### src/rtl/uart_tx_arbiter_if.sv
// Requester and serializer signals of the shared UART transmit arbiter.
// master = arbiter side, slave = requesters plus serializer.
interface uart_tx_arbiter_if #(
  parameter int NUM_REQ = 4
);
  logic [NUM_REQ-1:0]   req_valid;
  logic [8*NUM_REQ-1:0] req_byte;
  logic [NUM_REQ-1:0]   req_last;
  logic [NUM_REQ-1:0]   req_ready;
  logic [NUM_REQ-1:0]   grant;
  logic                 tx_dv;
  logic [7:0]           tx_byte;
  logic                 tx_active;
  logic                 tx_done;
  logic                 busy;
  logic                 timeout;

  modport master (
    input  req_valid, req_byte, req_last, tx_active, tx_done,
    output req_ready, grant, tx_dv, tx_byte, busy, timeout
  );

  modport slave (
    output req_valid, req_byte, req_last, tx_active, tx_done,
    input  req_ready, grant, tx_dv, tx_byte, busy, timeout
  );
endinterface

### src/rtl/uart_tx_arbiter.sv
// Round-robin packet arbiter sharing one uart_tx serializer between NUM_REQ
// byte-stream requesters, with inter-packet gap and stall revocation.
module uart_tx_arbiter #(
  parameter int NUM_REQ      = 4,
  parameter int GAP_CLKS     = 160,
  parameter int TIMEOUT_CLKS = 65535
)(
  input logic              i_Clock,
  input logic              i_Reset_n,
  uart_tx_arbiter_if.master bus
);
  localparam int          PW       = (NUM_REQ > 1) ? $clog2(NUM_REQ) : 1;
  localparam logic [31:0] GAP_LAST = (GAP_CLKS == 0) ? 32'd0 : 32'(GAP_CLKS - 1);
  localparam logic [31:0] TO_MAX   = 32'(TIMEOUT_CLKS);

  typedef enum logic [2:0] {S_IDLE, S_LOAD, S_WAIT_DONE, S_SETTLE, S_GAP} state_t;

  state_t               state, state_nx;
  logic [PW-1:0]        ptr, ptr_nx, gidx, gidx_nx;
  logic [NUM_REQ-1:0]   grant_q, grant_nx;
  logic                 last_q, last_nx;
  logic [7:0]           byte_q, byte_nx;
  logic [31:0]          stall_cnt, stall_nx, gap_cnt, gap_nx;
  logic                 tx_dv, timeout;
  logic                 found;
  logic [PW-1:0]        winner, idx_p;
  logic                 quiet, cur_valid;
  logic [7:0]           cur_byte;

  assign quiet     = !bus.tx_active && !bus.tx_done;
  assign cur_valid = bus.req_valid[gidx];
  assign cur_byte  = bus.req_byte[{gidx, 3'b000} +: 8];

  // First requester with Valid searching from ptr+1 upward, wrapping.
  always_comb begin
    found  = 1'b0;
    winner = ptr;
    idx_p  = '0;
    for (int i = 1; i <= NUM_REQ; i++) begin
      idx_p = PW'((int'(ptr) + i) % NUM_REQ);
      if (!found && bus.req_valid[idx_p]) begin
        found  = 1'b1;
        winner = idx_p;
      end
    end
  end

  always_comb begin
    state_nx = state;
    ptr_nx   = ptr;
    gidx_nx  = gidx;
    grant_nx = grant_q;
    last_nx  = last_q;
    byte_nx  = byte_q;
    stall_nx = stall_cnt;
    gap_nx   = gap_cnt;
    tx_dv    = 1'b0;
    timeout  = 1'b0;
    case (state)
      S_IDLE: begin
        if (found && quiet) begin
          grant_nx         = '0;
          grant_nx[winner] = 1'b1;
          gidx_nx          = winner;
          ptr_nx           = winner;
          stall_nx         = '0;
          state_nx         = S_LOAD;
        end
      end
      S_LOAD: begin
        // A strobe in a reset cycle would reach the serializer but be lost here.
        if (cur_valid && quiet && i_Reset_n) begin
          tx_dv    = 1'b1;
          byte_nx  = cur_byte;
          last_nx  = bus.req_last[gidx];
          stall_nx = '0;
          state_nx = S_WAIT_DONE;
        end else if (stall_cnt == TO_MAX) begin
          timeout  = 1'b1;
          grant_nx = '0;
          gap_nx   = '0;
          state_nx = S_GAP;
        end else begin
          stall_nx = stall_cnt + 32'd1;
        end
      end
      S_WAIT_DONE: begin
        if (bus.tx_done) state_nx = S_SETTLE;
      end
      S_SETTLE: begin
        if (quiet) begin
          if (last_q) begin
            grant_nx = '0;
            gap_nx   = '0;
            state_nx = S_GAP;
          end else begin
            stall_nx = '0;
            state_nx = S_LOAD;
          end
        end
      end
      S_GAP: begin
        if (gap_cnt == GAP_LAST) state_nx = S_IDLE;
        else gap_nx = gap_cnt + 32'd1;
      end
      default: state_nx = S_IDLE;
    endcase
  end

  always_ff @(posedge i_Clock) begin
    if (!i_Reset_n) begin
      state     <= S_IDLE;
      ptr       <= PW'(NUM_REQ - 1);
      gidx      <= '0;
      grant_q   <= '0;
      last_q    <= 1'b0;
      byte_q    <= '0;
      stall_cnt <= '0;
      gap_cnt   <= '0;
    end else begin
      state     <= state_nx;
      ptr       <= ptr_nx;
      gidx      <= gidx_nx;
      grant_q   <= grant_nx;
      last_q    <= last_nx;
      byte_q    <= byte_nx;
      stall_cnt <= stall_nx;
      gap_cnt   <= gap_nx;
    end
  end

  assign bus.tx_dv     = tx_dv;
  assign bus.tx_byte   = tx_dv ? cur_byte : byte_q;
  assign bus.req_ready = tx_dv ? grant_q : '0;
  assign bus.grant     = grant_q;
  assign bus.busy      = (state != S_IDLE);
  assign bus.timeout   = timeout;
endmodule

### src/flat_wrapper.sv
// flat-port wrapper written by rule: the top's interface ports become plain ports
module uart_tx_arbiter_flat 
#(
  parameter int NUM_REQ      = 4,
  parameter int GAP_CLKS     = 160,
  parameter int TIMEOUT_CLKS = 65535
)
  (i_Clock, i_Reset_n, bus_req_valid, bus_req_byte, bus_req_last, bus_tx_active, bus_tx_done, bus_req_ready, bus_grant, bus_tx_dv, bus_tx_byte, bus_busy, bus_timeout);
  uart_tx_arbiter_if #(.NUM_REQ(NUM_REQ)) bus_i ();
  input logic i_Clock;
  input logic i_Reset_n;
  input wire logic [$bits(bus_i.req_valid)-1:0] bus_req_valid;
  input wire logic [$bits(bus_i.req_byte)-1:0] bus_req_byte;
  input wire logic [$bits(bus_i.req_last)-1:0] bus_req_last;
  input wire logic [$bits(bus_i.tx_active)-1:0] bus_tx_active;
  input wire logic [$bits(bus_i.tx_done)-1:0] bus_tx_done;
  output wire logic [$bits(bus_i.req_ready)-1:0] bus_req_ready;
  output wire logic [$bits(bus_i.grant)-1:0] bus_grant;
  output wire logic [$bits(bus_i.tx_dv)-1:0] bus_tx_dv;
  output wire logic [$bits(bus_i.tx_byte)-1:0] bus_tx_byte;
  output wire logic [$bits(bus_i.busy)-1:0] bus_busy;
  output wire logic [$bits(bus_i.timeout)-1:0] bus_timeout;
  assign bus_i.req_valid = bus_req_valid;
  assign bus_i.req_byte = bus_req_byte;
  assign bus_i.req_last = bus_req_last;
  assign bus_i.tx_active = bus_tx_active;
  assign bus_i.tx_done = bus_tx_done;
  assign bus_req_ready = bus_i.req_ready;
  assign bus_grant = bus_i.grant;
  assign bus_tx_dv = bus_i.tx_dv;
  assign bus_tx_byte = bus_i.tx_byte;
  assign bus_busy = bus_i.busy;
  assign bus_timeout = bus_i.timeout;
  uart_tx_arbiter #(.NUM_REQ(NUM_REQ), .GAP_CLKS(GAP_CLKS), .TIMEOUT_CLKS(TIMEOUT_CLKS)) u_core (.i_Clock(i_Clock), .i_Reset_n(i_Reset_n), .bus(bus_i));
endmodule
### config.mk
export PLATFORM = sky130hd
export DESIGN_NAME = uart_tx_arbiter_flat
export DESIGN_NICKNAME = d
export VERILOG_FILES = /design/src/rtl/uart_tx_arbiter_if.sv /design/src/rtl/uart_tx_arbiter.sv /design/src/flat_wrapper.sv
export SDC_FILE = /design/constraint.sdc
export NUM_CORES = 1
export LEC_CHECK = 0
export BUFFER_PORTS_ARGS = -buffer_cell sky130_fd_sc_hd__buf_2
export CAP_MARGIN = 20
export CORE_ASPECT_RATIO = 1.1
export CORE_MARGIN = 2
export CORE_UTILIZATION = 31
export CTS_CLUSTER_SIZE = 8
export DETAILED_ROUTE_END_ITERATION = 8
export SYNTH_ARGS = -nofsm -noshare
export SYNTH_HDL_FRONTEND = slang
export SYNTH_SLANG_ARGS = --single-unit
### constraint.sdc
create_clock -name i_Clock -period 6.1 [get_ports i_Clock]
set_clock_uncertainty 0.1 [all_clocks]
set_input_delay 0 -clock i_Clock [delete_from_list [all_inputs] [get_ports i_Clock]]
set_output_delay 0 -clock i_Clock [all_outputs]
set_load 0.1 [all_outputs]
==> load_flow_metrics.sql <==
INSERT INTO impl_metrics (metric_group, metric, value, unit) VALUES
('critical_path', 'critical_path.endpoint_type', 'primary output', ''),
('hold_path', 'min_from', 'bus_req_last[2]', ''),
('sta', 'fin_ws', '2.68', 'ns'),
('critical_path', 'worst_setup_path_start_kind', 'register', ''),
('power', 'power.combinational.fraction', '8.5', '%'),
('sta', 'max_slew_margin', '47.0', '%'),
('critical_path', 'timing.critical_path.fanout_max', '19', ''),
('clock_network', 'cts_root_buffer', 'sky130_fd_sc_hd__clkbuf_16', ''),
('placed_design', 'post-dp-hpwl', '7880', 'µm'),
('global_route', 'grt_max_degree', '58', ''),
('die', 'top_level_ports', '63', ''),
('hold_path', 'hp-class', 'in -> reg', ''),
('power', 'p_int', '935', 'µW'),
('cells_and_area', 'finalNetCount', '647', ''),
('clock_network', 'cts_hold_repair.buffers', '1', ''),
('cells_and_area', 'n_antenna_cell', '0', ''),
('critical_path', 'worst-setup-path-type', 'reg -> out', ''),
('sta', 'finalSetupViolations', '0', ''),
('drt', 'finalWirelength', '11000', 'µm'),
('clock_network', 'cts.sinks', '84', ''),
('clock_network', 'post-cts-setup-buffer-count', '0', ''),
('power', 'power.share.clock', '45.4', '%'),
('cells_and_area', 'areaGrowthSynthToFinish', '17.9', '%'),
('clock_network', 'ctsLongestPathBuffers', '2', ''),
('drt', 'detailedRoute.firstPassIterationCount', '4', ''),
('die', 'fp.coreArea', '13900', 'µm²'),
('critical_path', 'worst_r2r_endpoint', 'u_core.gap_cnt[14]$_SDFFE_PN0P_', ''),
('sta', 'maxSlewViolCount', '0', ''),
('clock_network', 'tritoncts', 'done', ''),
('die', 'fp.dieW', '118', 'µm'),
('sta', 'report.final.hold_viol_count', '0', ''),
('power', 'flop_pwr_share', '46.1', '%'),
('cells_and_area', 'num-fill-cells', '1403', ''),
('die', 'die_y', '130', 'µm'),
('logic_synthesis', 'yosys_warnings', '0', ''),
('cells_and_area', 'post-route-cell-area', '5240', 'µm²'),
('clock_network', 'cts.clk_slew.worst_paths', '0.06', 'ns'),
('logic_synthesis', 'avgSynthCellArea', '8.03', 'µm²'),
('sta', 'maxClockFrequency', '293', 'MHz'),
('critical_path', 'worst-r2r-cell-count', '7', ''),
('die', 'die_area', '15300', 'µm²'),
('hold_path', 'holdPathStages', '4', ''),
('drt', 'drt.antenna.violating_nets', '0', ''),
('sta', 'post-route-min-period', '3.42', 'ns'),
('critical_path', 'rr_startpoint', 'u_core.gidx[1]$_SDFFE_PN0P_', ''),
('drt', 'first_iter_violations', '146', ''),
('power', 'leakage', '0.00181', 'µW'),
('logic_synthesis', 'synth_sequential_area_ratio', '37.8', '%'),
('clock_network', 'cts_buffer_count', '9', ''),
('die', 'start_util', '32.0', '%'),
('placed_design', 'dpl_cell_area', '4930', 'µm²'),
('logic_synthesis', 'ys_ff_latch', '84', ''),
('outcome', 'status', 'complete, no violations', ''),
('clock_network', 'clk_latency', '0.33', 'ns'),
('placed_design', 'post-place-ws', '2.77', 'ns'),
('logic_synthesis', 'synthesis.area', '4450', 'µm²'),
('power', 'net-switching-power', '288', 'µW'),
('sta', 'max_slew.worst_pin.slew', '0.788', 'ns'),
('critical_path', 'r2r_slack', '2.79', 'ns'),
('sta', 'rsz0062_at_grt', 'false', ''),
('cells_and_area', 'instances_no_fill', '794', ''),
('hold_path', 'timing.hold.worst_endpoint', 'u_core.last_q$_SDFFE_PN0N_', ''),
('run', 'max-cap-violations', '0', ''),
('drt', 'viasPerCell', '5.41', ''),
('sta', 'layout_worst_path_cycle_share', '56.0', '%'),
('power', 'swShare', '23.5', '%'),
('critical_path', 'data_required_time_at_the_worst_endpoint', '6.00', 'ns'),
('global_route', 'first_global_vias', '4201', ''),
('drt', 'total_number_of_vias', '4299', ''),
('critical_path', 'cp_data_arrival_time', '3.32', 'ns'),
('global_route', 'grt_overflow', '0', '');
==> kinds of logic after synthesis <==
logic type	share of synthesized area (%)
buffers and inverters	4.25
XOR/XNOR	4.92
adder cells (fa/ha/maj)	0.562
AND/OR/NAND/NOR	33.1
flip-flops	37.8
multiplexers	5.51
AO/OA/AOI/OAI	13.8
==> flip-flops by register name, indices dropped and copies added, names as in the netlist <==
| signal | count |
|---|---|
| u_core.gap_cnt | 32 |
| u_core.stall_cnt | 32 |
| u_core.byte_q | 8 |
| u_core.bus.grant | 4 |
| u_core.state | 3 |
| u_core.gidx | 2 |
| u_core.ptr | 2 |
| u_core.last_q | 1 |
==> through the flow <==
stage | power, µW | hold WS [ns]
CTS | 1230 | 0.0439
finish | 1220 | 0.0521
detailed placement | 679 | 0.272
global route | 1270 | 0.0737
global placement | 672 | 0.267
floorplan | 645 | 0.118
==> how the worst max path moves through the flow <==
stage | startpoint | endpoint | slack [ns]
6_report | u_core.gidx[1]$_SDFFE_PN0P_ | bus_tx_byte[4] | 2.68
5_1_grt | u_core.gidx[0]$_SDFFE_PN0P_ | bus_tx_byte[4] | 2.40
4_1_cts | u_core.gidx[1]$_SDFFE_PN0P_ | bus_tx_byte[4] | 2.63
3_5_place_dp | u_core.gidx[1]$_SDFFE_PN0P_ | u_core.gap_cnt[14]$_SDFFE_PN0P_ | 2.77
3_3_place_gp | u_core.gidx[1]$_SDFFE_PN0P_ | u_core.gap_cnt[21]$_SDFFE_PN0P_ | 2.84
2_1_floorplan | u_core.gidx[1]$_SDFFE_PN0P_ | u_core.byte_q[7]$_SDFFE_PN0N_ | 2.62
==> layout make-up <==
cell class                 instances  area [µm²]  share of cell area, %
multi-input combinational        424        2590                   49.4
tap                              188         235                   4.49
clock buffer                      13         260                   4.96
timing repair buffer              66         370                   7.06
clock inverter                     3        45.0                  0.859
sequential                        84        1680                   32.1
inverter                          16        60.1                   1.15
==> Yosys cell counts, drive strengths merged <==
master,instances,area (µm²)
ha,2,25.0
a221oi,1,8.76
o311ai,1,8.76
buf,7,42.5
o311a,1,10.0
a32oi,1,8.76
and4,4,35.0
o21a,1,7.51
o22ai,3,18.8
o31ai,10,80.1
xor2,10,87.6
or4,10,78.8
mux2i,2,20.0
o32ai,2,17.5
xnor2,15,131
nand4b,1,8.76
and2,14,87.6
nor4b,2,17.5
o21ai,40,200
or3,33,206
nor4,13,81.3
nor2,45,169
nor3,21,116
a21oi,42,210
nor3b,3,22.5
inv,15,56.3
or3b,2,17.5
dfxtp,84,1680
a31o,1,8.76
or2,1,6.26
nand2,57,214
clkinv,1,3.75
nand3,31,155
nand4,25,163
clkbuf,23,86.3
o31a,1,8.76
a31oi,3,18.8
a211o,1,8.76
and3,15,93.8
mux4,10,225
==> power groups by stage <==
| stage | clock network [µW] | logic [µW] | registers (µW) |
|---|---|---|---|
| floorplan | 0 | 68.2 | 577 |
| global placement | 0 | 96.7 | 575 |
| detailed placement | 0 | 103 | 576 |
| CTS | 567 | 104 | 564 |
| global route | 589 | 112 | 565 |
| finish | 555 | 103 | 564 |
==> worst max-delay path, cell delays in order, from the launching register on <==
cell and delay, ns:
sky130_fd_sc_hd__dfxtp_1 0.62, sky130_fd_sc_hd__mux4_2 0.59, sky130_fd_sc_hd__and3_1 0.21, sky130_fd_sc_hd__nand2_1 0.54
sky130_fd_sc_hd__clkinv_1 0.47, sky130_fd_sc_hd__nand2_1 0.16, sky130_fd_sc_hd__nand2_1 0.08, sky130_fd_sc_hd__buf_2 0.30
==> placed cells by master (no fill, tap or decap), drive strengths merged, types with 3 or more instances in the layout <==
master	n
o21ai	40
buf	65
and2	14
inv	15
xnor2	15
nand4	25
o22ai	3
nand3	31
clkbuf	13
nand2	57
a31oi	3
a21oi	42
nor2	45
nor3	21
nor3b	3
mux4	10
and3	15
or4	10
dfxtp	84
xor2	10
o31ai	10
nor4	13
and4	4
or3	33
==> per-layer routing <==
layer	wire [µm]	track usage, %
met5	0	0
met4	158	5.95
met3	410	2.51
met2	5480	25.8
met1	4960	17.6
Note: power is estimated with default switching activity, not from simulation.
